### src/rtl/psram_port_arbiter.sv
// psram_port_arbiter: shares one 32-bit PicoMem-style PSRAM port between
// the CPU (port 0) and the DMA/video master (port 1). One request is latched
// at a time, held steady downstream, and completed with a one-cycle ready
// pulse. The RESP and IDLE states leave mem_valid low for at least two
// cycles between transactions.
module psram_port_arbiter #(
    parameter int ADDR_W       = 23,
    parameter int FIXED_PRIO   = 0,
    parameter int STARVE_LIMIT = 4
) (
    input  logic        clk,
    input  logic        sys_resetn,

    input  logic        s0_valid,
    input  logic [31:0] s0_addr,
    input  logic [3:0]  s0_wstrb,
    input  logic [31:0] s0_wdata,
    output logic        s0_ready,
    output logic [31:0] s0_rdata,

    input  logic        s1_valid,
    input  logic [31:0] s1_addr,
    input  logic [3:0]  s1_wstrb,
    input  logic [31:0] s1_wdata,
    output logic        s1_ready,
    output logic [31:0] s1_rdata,

    input  logic        mem_init_ready,
    output logic        mem_valid,
    output logic [31:0] mem_addr,
    output logic [3:0]  mem_wstrb,
    output logic [31:0] mem_wdata,
    input  logic        mem_ready,
    input  logic [31:0] mem_rdata,

    output logic        grant_id
);

    typedef enum logic [1:0] {
        IDLE = 2'd0,
        BUSY = 2'd1,
        RESP = 2'd2
    } state_t;

    // Address bits at or above ADDR_W are not forwarded to the PSRAM.
    localparam logic [31:0] ADDR_MASK = (ADDR_W >= 32) ? 32'hFFFF_FFFF
                                                       : 32'((64'd1 << ADDR_W) - 64'd1);
    localparam logic [3:0]  STARVE_MAX = 4'(STARVE_LIMIT);

    state_t      state_q;
    state_t      state_d;
    logic        grant_q;
    logic        rr_ptr_q;     // port that wins the next tie in round-robin mode
    logic [3:0]  starve_q;     // consecutive port-0 grants while port 1 waited
    logic [31:0] addr_q;
    logic [3:0]  wstrb_q;
    logic [31:0] wdata_q;
    logic [31:0] rdata0_q;
    logic [31:0] rdata1_q;

    logic        winner;
    logic        take;
    logic [31:0] sel_addr;
    logic [3:0]  sel_wstrb;
    logic [31:0] sel_wdata;

    // Pick the winning port from the requests seen on the IDLE cycle.
    always_comb begin
        winner = s1_valid;
        if (s0_valid && s1_valid) begin
            if (FIXED_PRIO != 0) begin
                winner = (starve_q >= STARVE_MAX);
            end else begin
                winner = rr_ptr_q;
            end
        end
    end

    assign take      = (state_q == IDLE) && mem_init_ready && (s0_valid || s1_valid);
    assign sel_addr  = (winner ? s1_addr : s0_addr) & ADDR_MASK;
    assign sel_wstrb = winner ? s1_wstrb : s0_wstrb;
    assign sel_wdata = winner ? s1_wdata : s0_wdata;

    // Next-state and state-decoded outputs.
    always_comb begin
        state_d   = state_q;
        mem_valid = 1'b0;
        s0_ready  = 1'b0;
        s1_ready  = 1'b0;
        case (state_q)
            IDLE: begin
                if (take) begin
                    state_d = BUSY;
                end
            end
            BUSY: begin
                mem_valid = 1'b1;
                if (mem_ready) begin
                    state_d = RESP;
                end
            end
            RESP: begin
                s0_ready = ~grant_q;
                s1_ready = grant_q;
                state_d  = IDLE;
            end
            default: state_d = IDLE;
        endcase
    end

    // State register.
    always_ff @(posedge clk) begin
        if (!sys_resetn) begin
            state_q <= IDLE;
        end else begin
            state_q <= state_d;
        end
    end

    // Grant bookkeeping and request capture on the arbitration cycle.
    always_ff @(posedge clk) begin
        if (!sys_resetn) begin
            grant_q  <= 1'b0;
            rr_ptr_q <= 1'b0;
            starve_q <= 4'd0;
            addr_q   <= 32'd0;
            wstrb_q  <= 4'd0;
            wdata_q  <= 32'd0;
        end else if (take) begin
            grant_q  <= winner;
            rr_ptr_q <= ~winner;
            addr_q   <= sel_addr;
            wstrb_q  <= sel_wstrb;
            wdata_q  <= sel_wdata;
            if (winner) begin
                starve_q <= 4'd0;
            end else if (s1_valid && (starve_q != 4'hF)) begin
                starve_q <= starve_q + 4'd1;
            end
        end
    end

    // Read data lands in the granted port's register; writes leave it untouched.
    always_ff @(posedge clk) begin
        if (!sys_resetn) begin
            rdata0_q <= 32'd0;
            rdata1_q <= 32'd0;
        end else if ((state_q == BUSY) && mem_ready && (wstrb_q == 4'd0)) begin
            if (grant_q) begin
                rdata1_q <= mem_rdata;
            end else begin
                rdata0_q <= mem_rdata;
            end
        end
    end

    assign mem_addr  = addr_q;
    assign mem_wstrb = wstrb_q;
    assign mem_wdata = wdata_q;
    assign s0_rdata  = rdata0_q;
    assign s1_rdata  = rdata1_q;
    assign grant_id  = grant_q;

endmodule

### config.mk
export PLATFORM = sky130hd
export DESIGN_NAME = psram_port_arbiter
export DESIGN_NICKNAME = d
export VERILOG_FILES = /design/src/rtl/psram_port_arbiter.sv
export SDC_FILE = /design/constraint.sdc
export NUM_CORES = 1
export LEC_CHECK = 0
export ABC_AREA = 1
export ABC_CLOCK_PERIOD_IN_PS = 1300
export CORE_MARGIN = 8
export CORE_UTILIZATION = 36
export CTS_CLUSTER_DIAMETER = 30
export CTS_CLUSTER_SIZE = 30
export DETAILED_ROUTE_END_ITERATION = 8
export PLACE_DENSITY = 0.89
export SLEW_MARGIN = 0
export SYNTH_ARGS = -nofsm -noshare
export SYNTH_HDL_FRONTEND = slang
export SYNTH_SLANG_ARGS = --single-unit
### constraint.sdc
create_clock -name clk -period 1.3 [get_ports clk]
set_clock_uncertainty 0.05 [all_clocks]
set_input_delay 0.26 -clock clk [delete_from_list [all_inputs] [get_ports clk]]
set_output_delay 0.26 -clock clk [all_outputs]
set_load 0.03 [all_outputs]
==> results.md <==
- Of the post-synthesis cell area, the dominant cell type holds 42.1%.
- In the final layout, the multi-input gates occupy 3370 µm².
- The post-route netlist has 33.3% of its cells at a drive strength greater than 1.
- By area the synthesized netlist is led by sky130_fd_sc_hd__dfxtp_1 (42%), sky130_fd_sc_hd__nand2_1 (19%), sky130_fd_sc_hd__a21oi_1 (10%), sky130_fd_sc_hd__nand3_1 (10%), sky130_fd_sc_hd__nor2_1 (4.3%).
- Entering global routing, the biggest net connects 66 pins.
- The average footprint of a synthesized cell is 6.85 µm².
- The proportion of synthesized chip area in sequential cells is 42.1%.
- The synthesized instance count is 882.
- The path with the worst hold slack has its endpoint at mem_wdata[3].
- Traced cell by cell, the critical path runs through inv_2, buf_6, nor3_4, buf_6.
- Setup slack on the worst reg-to-reg path comes out at -150 ps.
- The number of global-route vias before repair is 7134.
- The number of remaining DRC errors is 0.
- The number of hold violations in the final report is 0.
- Global routing used between 20% and 30% of the available tracks across all layers.
- The most common cell in the synthesized netlist is sky130_fd_sc_hd__nand2_1.
- The highest ir drop seen on vdd is approximately 0.00085 V.
- After Yosys synthesis, XOR and XNOR cells account for 0% of the synthesized area.
- The quantity of hold-fixing buffers added after cts is 0.
- The worst register-to-register path begins at state_q[1].
- The DRC violation total after the first TritonRoute iteration is roughly 310.
- The min-delay analysis places its worst path in the category primary input to register.
- The combinational group share of total power is 26.9%.
- The first-pass detailed-route iteration total is 5.
- The time the worst path needs with I/O delays and setup is 1560 ps.
- The die is 146 µm tall.
- The cell count of the worst reg-to-reg path is 9.
- The warning count from the yosys run is 0.
- The top-level I/O count is 310.
- The global-route wire length before repair is 37400 µm.
- The clock tree from TritonCTS is yes.
- The area of all sequential standard cells is 2560 µm².
- The number of buffers created by CTS is 17.
- STA classifies the critical path startpoint as a register.
- The delay of the slowest cell on the worst path is 340 ps.
- The area inside the core boundary is around 17000 µm².
- The number of antenna violations at the first check in global routing is 0.
- The post-detailed-placement half-perimeter wirelength is 14900 µm.
- Yosys mapped a number of flops with a built-in enable equal to 0.
- Dividing total power by cell area gives a power density of between 1000 and 1500 nW/µm².
- The average vias per placed instance is between 5 and 6.
- The number of synthesized register bits is roughly 130.
- The dominant delay contributor by cell family on the critical path is flip-flops.
- At the end of routability-driven placement, the weighted congestion stood at 0.792.
- The count of nets left with antenna violations once routing finished came out at 0.
- The sequential group share of total power is about a third.
- For this design the total switching power over the nets is between 0.003 and 0.004 W.
- The synthesized netlist devotes 10.4% of its cell area to compound gates.
- The final route contains about 7.2k vias.
- In the synthesized netlist, mux cells make up 0% of the area.
- For this run, the top clock speed supported by timing is 640 MHz.
- The clock drives 127 sinks.
- The async set-or-reset flop fraction in the synthesized netlist is 0%.
- The synthesized netlist contains 22 unique library cells.
- The biggest area contributor in the post-synthesis netlist is sky130_fd_sc_hd__dfxtp_1.
- The floorplan die width is around 150 µm.
- The cell with the most instances on the worst path is sky130_fd_sc_hd__buf_6.
- The synthesized-area fraction occupied by and/or/nand/nor cells is 34.5%.
- The setup slack of the critical path after layout is -263 ps.
- The number of setup violations in the final report is between 100 and 150.
- Ranked by instance count, the synthesized netlist is headed by sky130_fd_sc_hd__nand2_1 (307), sky130_fd_sc_hd__dfxtp_1 (127), sky130_fd_sc_hd__a21oi_1 (126).
- The clock slew at the register clock pins of the worst setup and hold paths is approximately 60 ps.
- Global routing finished with a remaining overflow of 0.
- At the later pin of the worst-skew pair, clock insertion delay measures 410 ps.
- The flip-flop cell with the highest count after synthesis is sky130_fd_sc_hd__dfxtp_1.
- The growth of design area from synthesis to finish is 81.3%.
- The number of placement rows is 47.
- Prior to clock tree synthesis, the placed netlist has a worst setup slack of -423 ps.
- The number of max-slew violations in the final report was 0.
- The endpoint kind of the worst setup timing path is an output pin.
- The launch point of the worst hold path is s1_valid.
- The adder-cell area share of the yosys netlist is 0%.
- On the critical path, the stage with the largest delay is an instance of sky130_fd_sc_hd__dfxtp_2.
- The clock passes through at most 2 buffers.
- Fill cells in the final layout number 1249.
- The worst setup path is of the register to output pin kind.
- The level count of the clock H-tree is 4.
- Dividing the detail-routed wire length by the instance count gives around 18 µm.
- Per report_power, the clock group accounts for 38.0% of the total.
- The final reports fail on negative setup slack.
- The initial utilization of the core area, before any placement, comes to a little over a third.
- The total inserted antenna cells is 0.
- The number of buffers inserted by port buffering is 282.
- The routed wire length is 25000 µm.
- In this run switching power makes up 30.6% of total power.
- Summing every instance area after synthesis gives a little over 6000 µm².
- The power consumption is 0.0120 W.
- At the end of the flow, the number of nets in the layout was 1362.
- The flow ran to the end, but the final reports show violations.
- Dividing the final minimum period by the clock period gives 120%.
- STA puts the critical path data arrival time at roughly 1300 ps.
- The largest family of logic cells by synthesized area is simple AND/OR/NAND/NOR gates.
- The destination of the worst register-to-register timing path is s0_rdata[20].
- Summed over all cells, the static leakage comes to 4.81 nW.
- The die area is 21200 µm².
- Setup repair after global routing could not meet its margin everywhere.
- The max capacitance violation total is 0.
- The peak fanout along the critical path is 2.
- The internal power is 0.00836 W.
- Counting instances, the worst hold path has a depth of 5.
- The tree is rooted in a sky130_fd_sc_hd__clkbuf_16.
- The required time of the critical path is approximately 990 ps.
- The buffering stage count on the worst path with inverters included is 3.
per-layer routing:
layer / part of all wire, % / GRT usage [%] / wire, µm
met2: 49 / 37.2 / 12400
met4: 3.2 / 9.32 / 806
met3: 9.3 / 7.65 / 2330
met1: 38 / 23.8 / 9540
met5: 0 / 0 / 0
per-stage QoR:
step	hold WS (ps)	util (%)	cell area, µm²	setup TNS [ps]	cells
6_report	223	66.3	11000	-12410	1420
5_1_grt	242	66.3	11000	-19350	1420
4_1_cts	207	63.6	10500	-13840	1420
3_5_place_dp	407	53.3	8800	-47660	1350
3_3_place_gp	402	53.3	8800	-46100	1350
2_1_floorplan	375	-	6110	-38.8	890
layout make-up:
class | instances | share of cell area [%]
Clock buffer | 19 | 4.13
Clock inverter | 12 | 1.00
Inverter | 40 | 1.48
Multi-Input combinational cell | 642 | 30.7
Sequential cell | 127 | 23.4
Tap cell | 220 | 2.51
Timing Repair Buffer | 360 | 36.8
worst max-delay path by stage:
stage / start / to / slack, ps / cells past startpoint
2_1_floorplan: grant_id / s1_ready / -40 / 4
3_3_place_gp: s0_valid / mem_addr[12] / -410 / 8
3_5_place_dp: s0_valid / mem_wdata[9] / -420 / 8
4_1_cts: state_q[1] / s0_ready / -260 / 4
5_1_grt: state_q[1] / s0_ready / -290 / 4
6_report: state_q[1] / s1_ready / -260 / 4
timing repair:
action | in CTS | in global routing
pin swaps | 28 | 14
endpoints found under the hold margin | 0 | 0
endpoints found under the setup margin | 121 | 140
gates cloned | 18 | 4
buffers inserted | 21 | 7
resized for setup | 132 | 126
cell usage in the layout (no fill, tap or decap):
cell,Yosys,final
sky130_fd_sc_hd__buf_8,5,13
sky130_fd_sc_hd__inv_6,0,2
sky130_fd_sc_hd__buf_2,21,2
sky130_fd_sc_hd__inv_4,0,1
sky130_fd_sc_hd__buf_12,6,29
sky130_fd_sc_hd__bufinv_16,0,1
sky130_fd_sc_hd__buf_4,18,118
sky130_fd_sc_hd__nor2_2,1,6
sky130_fd_sc_hd__inv_1,38,36
sky130_fd_sc_hd__nand2_1,307,260
sky130_fd_sc_hd__nor2_4,1,2
sky130_fd_sc_hd__dfxtp_4,0,1
sky130_fd_sc_hd__nor2_1,70,64
sky130_fd_sc_hd__dfxtp_1,127,115
sky130_fd_sc_hd__nor3_4,0,2
sky130_fd_sc_hd__clkinv_2,0,2
sky130_fd_sc_hd__clkinvlp_4,0,5
sky130_fd_sc_hd__nand3_2,1,29
sky130_fd_sc_hd__bufbuf_16,0,1
sky130_fd_sc_hd__buf_16,0,15
sky130_fd_sc_hd__inv_12,0,1
sky130_fd_sc_hd__nand2_8,0,1
sky130_fd_sc_hd__a21oi_4,0,3
sky130_fd_sc_hd__buf_6,8,25
sky130_fd_sc_hd__conb_1,1,9
sky130_fd_sc_hd__nand3_1,123,92
sky130_fd_sc_hd__nand3_4,0,3
sky130_fd_sc_hd__a21oi_1,126,71
sky130_fd_sc_hd__a21oi_2,0,52
sky130_fd_sc_hd__nand2_2,1,40
sky130_fd_sc_hd__clkbuf_8,2,2
sky130_fd_sc_hd__nand2_4,1,8
sky130_fd_sc_hd__clkinv_4,0,1
sky130_fd_sc_hd__dfxtp_2,0,11
sky130_fd_sc_hd__clkdlybuf4s50_1,0,152
sky130_fd_sc_hd__dlymetal6s2s_1,0,1
sky130_fd_sc_hd__clkbuf_16,0,21
sky130_fd_sc_hd__inv_2,2,3
registers in the layout, summed over array words and instances, names as in the netlist:
register   count
mem_wdata     32
s0_rdata      32
s1_rdata      32
mem_addr      23
mem_wstrb      4
state_q        2
grant_id       1
rr_ptr_q       1
cell families (layout without fill, tap and decap cells):
logic type | Yosys count | count (layout)
DFF | 127 | 127
and+or+nand+nor | 507 | 507
buffers and inverters | 121 | 431
other | 1 | 9
AOI/OAI and AO/OA | 126 | 126
power by group through the flow:
stage | Clock [W] | Combinational [W] | Sequential, W
2_1_floorplan | 0 | 0.00105 | 0.00464
3_3_place_gp | 0 | 0.00243 | 0.00428
3_5_place_dp | 0 | 0.00246 | 0.00429
4_1_cts | 0.00460 | 0.00304 | 0.00422
5_1_grt | 0.00480 | 0.00344 | 0.00425
6_report | 0.00458 | 0.00324 | 0.00423
worst register-to-register path, cell delays in order (launching register included):
cell and delay, ps:
sky130_fd_sc_hd__dfxtp_2 340, sky130_fd_sc_hd__inv_2 40, sky130_fd_sc_hd__buf_4 130, sky130_fd_sc_hd__nand3_4 60, sky130_fd_sc_hd__nor2_4 40, sky130_fd_sc_hd__buf_12 140, sky130_fd_sc_hd__buf_6 140, sky130_fd_sc_hd__buf_16 140
sky130_fd_sc_hd__a21oi_1 180, sky130_fd_sc_hd__nor2_1 70
Note: power is estimated with default switching activity, not from simulation.
